==> config.mk <==
export PLATFORM = sky130hd
export DESIGN_NAME = lowampa_trigger_generator
export DESIGN_NICKNAME = d
export VERILOG_FILES = /design/src/rtl/lowampa_trigger_generator.sv
export SDC_FILE = /design/constraint.sdc
export NUM_CORES = 1
export LEC_CHECK = 0
export ABC_AREA = 1
export ABC_CLOCK_PERIOD_IN_PS = 5400
export CAP_MARGIN = 15
export CORE_MARGIN = 2
export CORE_UTILIZATION = 40
export CTS_BUF_LIST = sky130_fd_sc_hd__clkbuf_8
export CTS_CLUSTER_DIAMETER = 80
export DETAILED_ROUTE_END_ITERATION = 6
export PLACE_DENSITY = 0.56
export SETUP_SLACK_MARGIN = 0.4
export SKIP_LAST_GASP = 1
export SYNTH_ARGS = -nofsm -noshare
export SYNTH_HDL_FRONTEND = slang
export SYNTH_SLANG_ARGS = --single-unit
==> constraint.sdc <==
create_clock -name ifclk -period 5.4 [get_ports ifclk]
set_clock_uncertainty 0.1 [all_clocks]
set_input_delay 0.81 -clock ifclk [delete_from_list [all_inputs] [get_ports ifclk]]
set_output_delay 0.81 -clock ifclk [all_outputs]
set_load 0.01 [all_outputs]
==> src/rtl/lowampa_trigger_generator.sv <==
// Low-amplitude trigger sequencer: run-state/mask/holdoff gating, timestamped FWFT FIFO, AXI4-Stream out.
// Optional trigger/drop counters are enabled by defining LOWAMPA_TRIG_COUNT_EN.
module lowampa_trigger_generator #(
  parameter int NBEAMS        = 2,
  parameter int FIFO_DEPTH    = 4,
  parameter int AGC_RESET_LEN = 4
) (
  input  logic              ifclk,
  input  logic              ifclk_rst_i,
  input  logic [NBEAMS-1:0] trig_i,
  input  logic [NBEAMS-1:0] beam_mask_i,
  input  logic [15:0]       holdoff_i,
  input  logic              runrst_i,
  input  logic              runstop_i,
  output logic              running_o,
  output logic              agc_reset_o,
  output logic [31:0]       m_trig_tdata,
  output logic              m_trig_tvalid,
  input  logic              m_trig_tready
`ifdef LOWAMPA_TRIG_COUNT_EN
  ,
  output logic [31:0]       trig_count_o,
  output logic [15:0]       drop_count_o
`endif
);

  localparam int PW = (FIFO_DEPTH > 1) ? $clog2(FIFO_DEPTH) : 1;
  localparam logic [PW:0] CNT_FULL = (PW + 1)'(FIFO_DEPTH);
  localparam logic [7:0]  AGC_LEN  = 8'(AGC_RESET_LEN);

  typedef enum logic [1:0] {ST_IDLE = 2'd0, ST_RUN = 2'd1, ST_HOLD = 2'd2} state_e;

  state_e      state_q, state_d;
  logic [15:0] ts_q, ts_d;
  logic [15:0] hold_q, hold_d;
  logic [7:0]  agc_cnt_q, agc_cnt_d;
  logic        agc_q, running_q, valid_q;
  logic [31:0] mem_q [FIFO_DEPTH];
  logic [PW-1:0] wr_ptr_q, rd_ptr_q;
  logic [PW:0]   cnt_q, cnt_d;

  logic [NBEAMS-1:0] masked_s;
  logic [15:0]       masked16_s;
  logic [31:0]       word_s;
  logic full_s, start_s, hit_s, push_s, drop_s, pop_s;

  // Trigger qualification and FIFO handshake terms
  always_comb begin
    masked_s   = trig_i & beam_mask_i;
    masked16_s = 16'd0;
    masked16_s[NBEAMS-1:0] = masked_s;
    word_s  = {ts_q, masked16_s};
    full_s  = (cnt_q == CNT_FULL);
    start_s = runrst_i & ~runstop_i;
    // run strobes take priority over a coincident trigger
    hit_s   = (state_q == ST_RUN) & (|masked_s) & ~runrst_i & ~runstop_i;
    push_s  = hit_s & ~full_s;
    drop_s  = hit_s & full_s;
    pop_s   = valid_q & m_trig_tready;
  end

  // Next-state logic for run FSM, timestamp, holdoff, occupancy and AGC pulse
  always_comb begin
    state_d = state_q;
    ts_d    = ts_q;
    hold_d  = hold_q;
    case (state_q)
      ST_IDLE: begin
        if (start_s) begin
          state_d = ST_RUN;
          ts_d    = 16'd0;
          hold_d  = 16'd0;
        end else begin
          state_d = ST_IDLE;
        end
      end
      ST_RUN, ST_HOLD: begin
        ts_d = ts_q + 16'd1;
        if (runstop_i) begin
          state_d = ST_IDLE;
        end else if (runrst_i) begin
          state_d = ST_RUN;
          ts_d    = 16'd0;
          hold_d  = 16'd0;
        end else if (state_q == ST_RUN) begin
          if (push_s) begin
            hold_d  = holdoff_i;
            state_d = (holdoff_i != 16'd0) ? ST_HOLD : ST_RUN;
          end else begin
            state_d = ST_RUN;
          end
        end else if (hold_q <= 16'd1) begin
          state_d = ST_RUN;
          hold_d  = 16'd0;
        end else begin
          hold_d = hold_q - 16'd1;
        end
      end
      default: begin
        state_d = ST_IDLE;
        hold_d  = 16'd0;
      end
    endcase

    case ({push_s, pop_s})
      2'b10:   cnt_d = cnt_q + (PW + 1)'(1);
      2'b01:   cnt_d = cnt_q - (PW + 1)'(1);
      default: cnt_d = cnt_q;
    endcase

    if (start_s) begin
      agc_cnt_d = AGC_LEN;
    end else if (agc_cnt_q != 8'd0) begin
      agc_cnt_d = agc_cnt_q - 8'd1;
    end else begin
      agc_cnt_d = 8'd0;
    end
  end

  // All sequencer, FIFO and output registers
  always_ff @(posedge ifclk or posedge ifclk_rst_i) begin
    if (ifclk_rst_i) begin
      state_q   <= ST_IDLE;
      ts_q      <= 16'd0;
      hold_q    <= 16'd0;
      agc_cnt_q <= 8'd0;
      agc_q     <= 1'b0;
      running_q <= 1'b0;
      valid_q   <= 1'b0;
      wr_ptr_q  <= '0;
      rd_ptr_q  <= '0;
      cnt_q     <= '0;
      for (int i = 0; i < FIFO_DEPTH; i++) mem_q[i] <= 32'd0;
    end else begin
      state_q   <= state_d;
      ts_q      <= ts_d;
      hold_q    <= hold_d;
      agc_cnt_q <= agc_cnt_d;
      agc_q     <= (agc_cnt_d != 8'd0);
      running_q <= (state_d != ST_IDLE);
      valid_q   <= (cnt_d != '0);
      cnt_q     <= cnt_d;
      if (push_s) begin
        mem_q[wr_ptr_q] <= word_s;
        wr_ptr_q        <= wr_ptr_q + PW'(1);
      end
      if (pop_s) begin
        rd_ptr_q <= rd_ptr_q + PW'(1);
      end
    end
  end

  assign running_o     = running_q;
  assign agc_reset_o   = agc_q;
  assign m_trig_tvalid = valid_q;
  assign m_trig_tdata  = mem_q[rd_ptr_q];

`ifdef LOWAMPA_TRIG_COUNT_EN
  logic [31:0] trig_cnt_q;
  logic [15:0] drop_cnt_q;

  // Saturating accepted/dropped trigger counters, cleared at run start
  always_ff @(posedge ifclk or posedge ifclk_rst_i) begin
    if (ifclk_rst_i) begin
      trig_cnt_q <= 32'd0;
      drop_cnt_q <= 16'd0;
    end else if (start_s) begin
      trig_cnt_q <= 32'd0;
      drop_cnt_q <= 16'd0;
    end else begin
      if (push_s && (trig_cnt_q != 32'hFFFF_FFFF)) trig_cnt_q <= trig_cnt_q + 32'd1;
      if (drop_s && (drop_cnt_q != 16'hFFFF)) drop_cnt_q <= drop_cnt_q + 16'd1;
    end
  end

  assign trig_count_o = trig_cnt_q;
  assign drop_count_o = drop_cnt_q;
`endif

endmodule

* After elaboration in Yosys (flattened, before gate mapping)
Cells that the tools add are included.
Widths: inputs -> output; s select.
** Storage, ports and cells
- Memories kept :: 0
- Latch bits :: 0
- Flip-flop bits (word level) :: 180
- Memory bits (read-only) :: 0
- Bits of input ports :: 25
- Logic and storage cells :: 84
- Output and inout bits :: 35
- Memory bits (writable) :: 0
** Operators by class
- Divide/modulo/power cells :: 0
- Bitwise operators :: 12
- $add $sub $neg :: 7
- Reductions and logical operators :: 12
- Shift-type cells :: 0
- Muxes and demuxes :: 27
- Order comparisons :: 4
- Multiply operators :: 0
- Equal/unequal tests :: 8
** Operators with widths (number)
- $bwmux 128 :: 1
- $mux 16 :: 8
- $mux 32 :: 3
- $bmux 32 s2 :: 1
- $demux 32 s2 :: 1
- $pmux 16 s2 :: 2
- $add 16x1->16 const B :: 1
- $le 16x1->1 const B :: 1
- $mux 8 :: 2
- $reduce_bool 16->1 :: 1
- $reduce_bool 8->1 :: 2
- $sub 16x1->16 const B :: 1
- $mux 2 :: 6
- $sub 8x1->8 const B :: 1
- $and 1x1->1 :: 6
- $ge 3x3->1 const B :: 2
- $not 2->3 :: 2
- $pmux 3 s2 :: 1
- $add 2x1->2 const B :: 2
- $eq 2x1->1 const B :: 2
- $eq 2x2->1 const B :: 2
- $ne 2x2->1 const B :: 2
- $ne 4x4->1 const B :: 1
- $pmux 2 s2 :: 1
- 14 further kinds :: 18

* Logic depth before layout (Yosys ltp)
- Depth after elaboration :: 12
- Mapped depth :: 13
- Gate-level depth less buffers :: 12

* Worst setup path after synthesis
OpenSTA, ideal clock, no wires.
- Kind :: input-to-reg
- From :: input trig_i[1]
- To :: register valid_q (netlist: m_trig_tvalid)
- Setup time :: 0.131 ns
- Data required time :: 5.169 ns
- Stages :: 12
- Arrival time :: 2.468 ns
- Buffers on the path :: 0
- Slack :: 2.700 ns
- Cell sequence :: nand2_1 nand2_1 nand3_2 nor2_4 inv_6 ha_1 inv_1 fa_1 a21oi_1 o21ai_0 xor2_1 or3_1
** On the way
- Longest elaborated chain between the ends :: 9
- Elaborated cells on any way between the ends :: 10
- Classes of those cells :: eq/ne (2); mux (1); bitwise (5); reduce/logical (2)
** RTL lines
- start: declaration :: RTL line 10 : input logic [NBEAMS-1:0] trig_i,
- $and 2x2->2 * :: RTL line 49 : masked_s = trig_i & beam_mask_i;
- $reduce_or 2->1 * :: RTL line 56 : hit_s = (state_q == ST_RUN) & (|masked_s) & ~runrst_i & ~runstop_i;
- $and 1x1->1 * (3 in series) :: RTL line 56
- $and 1x1->1 * :: RTL line 57 : push_s = hit_s & ~full_s;
- $eq 2x1->1 or $eq 2x2->1 (tied branches) :: RTL line 105 : case ({push_s, pop_s})
- $pmux 3 s2 * :: RTL line 105
- via cnt_d[2] :: RTL line 40 : logic [PW:0] cnt_q, cnt_d;
- $reduce_bool 3->1 * :: RTL line 141 : valid_q <= (cnt_d != '0);
- end signal: assignment :: RTL line 141
- end: declaration :: RTL line 37 : logic agc_q, running_q, valid_q;
The timed path passes the listed nets; every way through them passes the cells marked *.
A chain may end at the register's enable or synchronous reset.

* Final worst setup path
- From :: register rd_ptr_q[1]
- To :: output m_trig_tdata[19]
** On the way
- Longest elaborated chain between the ends :: 4
** RTL lines
- start: declaration :: RTL line 39 : logic [PW-1:0] wr_ptr_q, rd_ptr_q;
- start signal: assignment :: RTL line 148 : rd_ptr_q <= rd_ptr_q + PW'(1);
- $not 2->3 (implied by the code) :: RTL line 156 : assign m_trig_tdata = mem_q[rd_ptr_q];
- $bmux 32 s2 :: RTL line 156
- $mux 32 (implied by the code) (2 in series) :: RTL line 156
- end: declaration :: RTL line 17 : output logic [31:0] m_trig_tdata,
No other way between the ends. The select of a mux whose other input is x is not followed.

==> results list <==
- Outcome: complete, no violations
- The worst pin sits at a relative slew slack of 40.1%.
- The number of pins exceeding their max-slew limit in the final report came to 0.
- Total Neg Setup Slack: 0 ps
* Fraction of post-synthesis cell area in the top cell type by area: 47.7%
* Wire length of the first global-routing pass: 25,200 um
- The floorplan step set the die width to 131 um.
* Path type of the worst setup path: register to output port
- Clock Path Buffers: 2
* Clock tree root driver cell: sky130_fd_sc_hd__clkbuf_8
- Top Ports: 60
* Hold violation total from the final report: 0
- CTS tree: built
* Clock network latency to the later pin of the worst-skew pair: 440 ps
- Instance count of the mapped netlist: 775
- Combined area of the multi-input logic cells: 0.00294 mm2
- The via count of the first global-routing pass is 5,095.
- Yosys reg bits: 124
- DR iter-0 viols: 354
- Data arrival time at the worst-slack endpoint: 2740 ps
- In this run the remaining antenna-violating nets after routing total 0.
* CP startpoint kind: register
* # DRC: 0
* Final worst slack: 1750 ps
- On the critical path, the stage with the largest delay is an instance of sky130_fd_sc_hd__dfrtp_1.
* Antenna violations before repair: 0
- Type of the worst min-delay path: register to register
- Power per cell area: 582 mW/mm2
* Maximum number of pins on one net before global-route repair: 68
* Worst Tran Pin Value: 896 ps
* Overall power consumption: 4.37 mW
- The critical path contains buffers and inverters numbering 2 combined.
- Setup Slack @ Placement: 2040 ps
- Across every metal layer, demand over resource in global routing totals 18.3%.
- Measured along the y axis, the die boundary spans 131 um.
- Averaged over all synthesized cells, the footprint is 8.39 um2.
- Input and output buffers added on the ports amount to 45.
- The floorplan has 46 rows.
* Number of buffers added by the clock tree synthesis step: 17
- Maximum frequency from static timing analysis: 274 MHz
- Total half-perimeter wirelength after legalization and detailed placement: 10,000 um
- Area of the core region: 0.0159 mm2
- Across the VDD grid, the largest voltage drop is 0.241 mV.
- Routability cong.: 0.806
* Overflow after GRT: 0
- Summing all flip-flop and latch instances after layout gives 0.00310 mm2.
- Area of the mapped netlist: 0.00650 mm2
* Number of setup buffers added after CTS: 0
- Initial core utilization: 40.9%
* Crit-path max FO: 20
* Synth area leaders: sky130_fd_sc_hd__dfrtp_1 48%, sky130_fd_sc_hd__nand2_1 11%, sky130_fd_sc_hd__o21a_1 6.9%
- Number of gates given a new drive strength after cts: 0
- Broken down by cell family, the worst path's largest delay share belongs to buffers and inverters.
* Required time of the worst setup path: 4490 ps
* Fill cell instance count of the final layout: 1,578
* Placed Instance Area: 0.00705 mm2
* Min Tclk post-route: 3650 ps
- Via count normalized by instance count: 5.02
* Number of vias after detailed routing: 5,226
* Detailed-route wire length per cell: 14.5 um
- The die covers 0.0173 mm2.
- Number of nets in the layout: 853
* Clock-pin slew on the worst setup and hold paths: 80 ps
* Synthesis-to-layout area growth: 15.6%
- For this design the static power due to leakage is 3.52 nW.
- The signal on the critical path passes through inv_1 -> o21ai_0 -> o22ai_1 -> clkdlybuf4s50_1.
- The finished layout holds 1,042 standard cells, fillers aside.
- Register-to-register setup slack: 2480 ps
- Across the run, the number of max-cap violations was 0.
- ANT cells: 0
- In the final layout, the share of cells above drive strength 1 is 8.47%.
- Final period util: 67.5%
- Cts-stage hold buffer count: 0
- CTS built an H-tree with a depth of 4.
* Stage delay of the slowest cell on the critical path: 680 ps
- Setup repair after global routing missed its margin: false
- Counting tap cells, the placed design contains a total of 1,009 instances.
- Register area share after synthesis: 47.7%
* Syn. warnings: 0
- CTS saw 124 sinks.
- The first detailed-routing pass ran for 4 iterations.
- Number of endpoints failing setup at the final stage: 0
- Number of different library cells in the post-synthesis netlist: 41
- Of all cell types, the one taking the most synthesized area is sky130_fd_sc_hd__dfrtp_1.
- CP endpoint kind: output port
- Wire length reported by the detailed router: 15,100 um
- Summing all non-filler instances in the final layout gives an area of 0.00752 mm2.
[metrics by stage]
stage / utilization [%] / hold WS (ps)
after global routing: 47.3 / 402
after global placement: 44.4 / 357
after detailed placement: 44.4 / 371
after floorplan: - / 338
final: 47.3 / 376
after CTS: 47.2 / 380
[registers in the layout, summed over array words and instances, names as in the netlist]
signal         count
agc_cnt_q          8
agc_reset_o        1
cnt_q              3
hold_q            16
m_trig_tvalid      1
mem_q             72
rd_ptr_q           2
running_o          1
state_q            2
ts_q              16
wr_ptr_q           2
[synthesized netlist by cell type]
library cell,count
sky130_fd_sc_hd__inv_2,4
sky130_fd_sc_hd__xnor2_1,4
sky130_fd_sc_hd__or2_1,1
sky130_fd_sc_hd__or2_2,2
sky130_fd_sc_hd__dfrtp_1,124
sky130_fd_sc_hd__nor2_1,87
sky130_fd_sc_hd__inv_1,63
sky130_fd_sc_hd__fa_1,1
sky130_fd_sc_hd__nor4_1,2
sky130_fd_sc_hd__o21ai_1,3
sky130_fd_sc_hd__a21oi_1,14
sky130_fd_sc_hd__buf_4,14
sky130_fd_sc_hd__nor2_8,1
sky130_fd_sc_hd__nand4_1,4
sky130_fd_sc_hd__inv_6,1
sky130_fd_sc_hd__o211ai_4,1
sky130_fd_sc_hd__xor2_1,12
sky130_fd_sc_hd__nand3_2,2
sky130_fd_sc_hd__nand2_2,2
sky130_fd_sc_hd__nand2_1,193
sky130_fd_sc_hd__o21bai_1,1
sky130_fd_sc_hd__nor3_1,7
sky130_fd_sc_hd__clkinv_1,1
sky130_fd_sc_hd__o21ai_0,60
sky130_fd_sc_hd__nand3_1,19
sky130_fd_sc_hd__buf_2,16
sky130_fd_sc_hd__buf_6,1
sky130_fd_sc_hd__o22ai_1,20
sky130_fd_sc_hd__nor3_2,1
sky130_fd_sc_hd__a211oi_1,2
sky130_fd_sc_hd__nor2_4,5
sky130_fd_sc_hd__o21a_1,60
sky130_fd_sc_hd__clkbuf_1,12
sky130_fd_sc_hd__mux2_2,12
sky130_fd_sc_hd__ha_1,14
sky130_fd_sc_hd__or3_1,2
sky130_fd_sc_hd__o221a_2,1
sky130_fd_sc_hd__a31oi_1,1
sky130_fd_sc_hd__conb_1,1
sky130_fd_sc_hd__nor2_2,3
sky130_fd_sc_hd__nor3b_1,1
[cells in the final DEF, fill, tap and decap left out, types with 19 or more instances in the layout]
cell                                n
sky130_fd_sc_hd__clkbuf_8          20
sky130_fd_sc_hd__clkdlybuf4s50_1   45
sky130_fd_sc_hd__dfrtp_1          124
sky130_fd_sc_hd__inv_1             64
sky130_fd_sc_hd__nand2_1          193
sky130_fd_sc_hd__nand3_1           19
sky130_fd_sc_hd__nor2_1            87
sky130_fd_sc_hd__o21a_1            60
sky130_fd_sc_hd__o21ai_0           60
sky130_fd_sc_hd__o22ai_1           20
[final cells by class]
type                            count  share of cell area, %
Clock inverter                     12                   2.25
Multi-Input combinational cell    552                   39.1
Clock buffer                       20                   3.66
Inverter                           69                   3.55
Tap cell                          216                   3.60
Timing Repair Buffer               49                   6.56
Sequential cell                   124                   41.3
[where the power goes]
part           switching [mW]  total, mW  internal, mW
registers               0.224       1.45          1.22
clock network           0.383      0.920         0.536
logic                    1.14       2.01         0.864
total                    1.75       4.37          2.62
[metal layers]
layer	track usage (%)	routed length, um	up-vias
met5	0	0	-
met4	6.52	182	0
met3	3.59	503	16
met2	30.5	7360	105
met1	23.8	7020	2538
li1	-	-	2567
[path summary, 6_finish.rpt]
kind	from	to	cells past startpoint
max in group asynchronous	ifclk_rst_i	agc_cnt_q[3]	3
worst min-delay path	agc_cnt_q[0]	agc_cnt_q[0]	1
min in group asynchronous	ifclk_rst_i	agc_cnt_q[6]	2
worst max register to register	state_q[1]	mem_q[123]	7
worst max-delay path	rd_ptr_q[1]	m_trig_tdata[19]	4
worst min register to register	agc_cnt_q[0]	agc_cnt_q[0]	1
[cells by family (layout without fill, tap and decap cells)]
| group | after synthesis | count (layout) | share of synthesized area (%) |
|---|---|---|---|
| mux | 12 | 12 | 2.08 |
| flops | 124 | 124 | 47.7 |
| xor+xnor | 16 | 16 | 2.16 |
| other cells | 1 | 14 | 0.0577 |
| compound gates | 163 | 163 | 15.7 |
| simple gates | 332 | 332 | 21.5 |
| buf+inv | 112 | 150 | 7.78 |
| fa+ha+maj | 15 | 15 | 3.00 |
No activity file was read; power rests on OpenSTA's default activity.
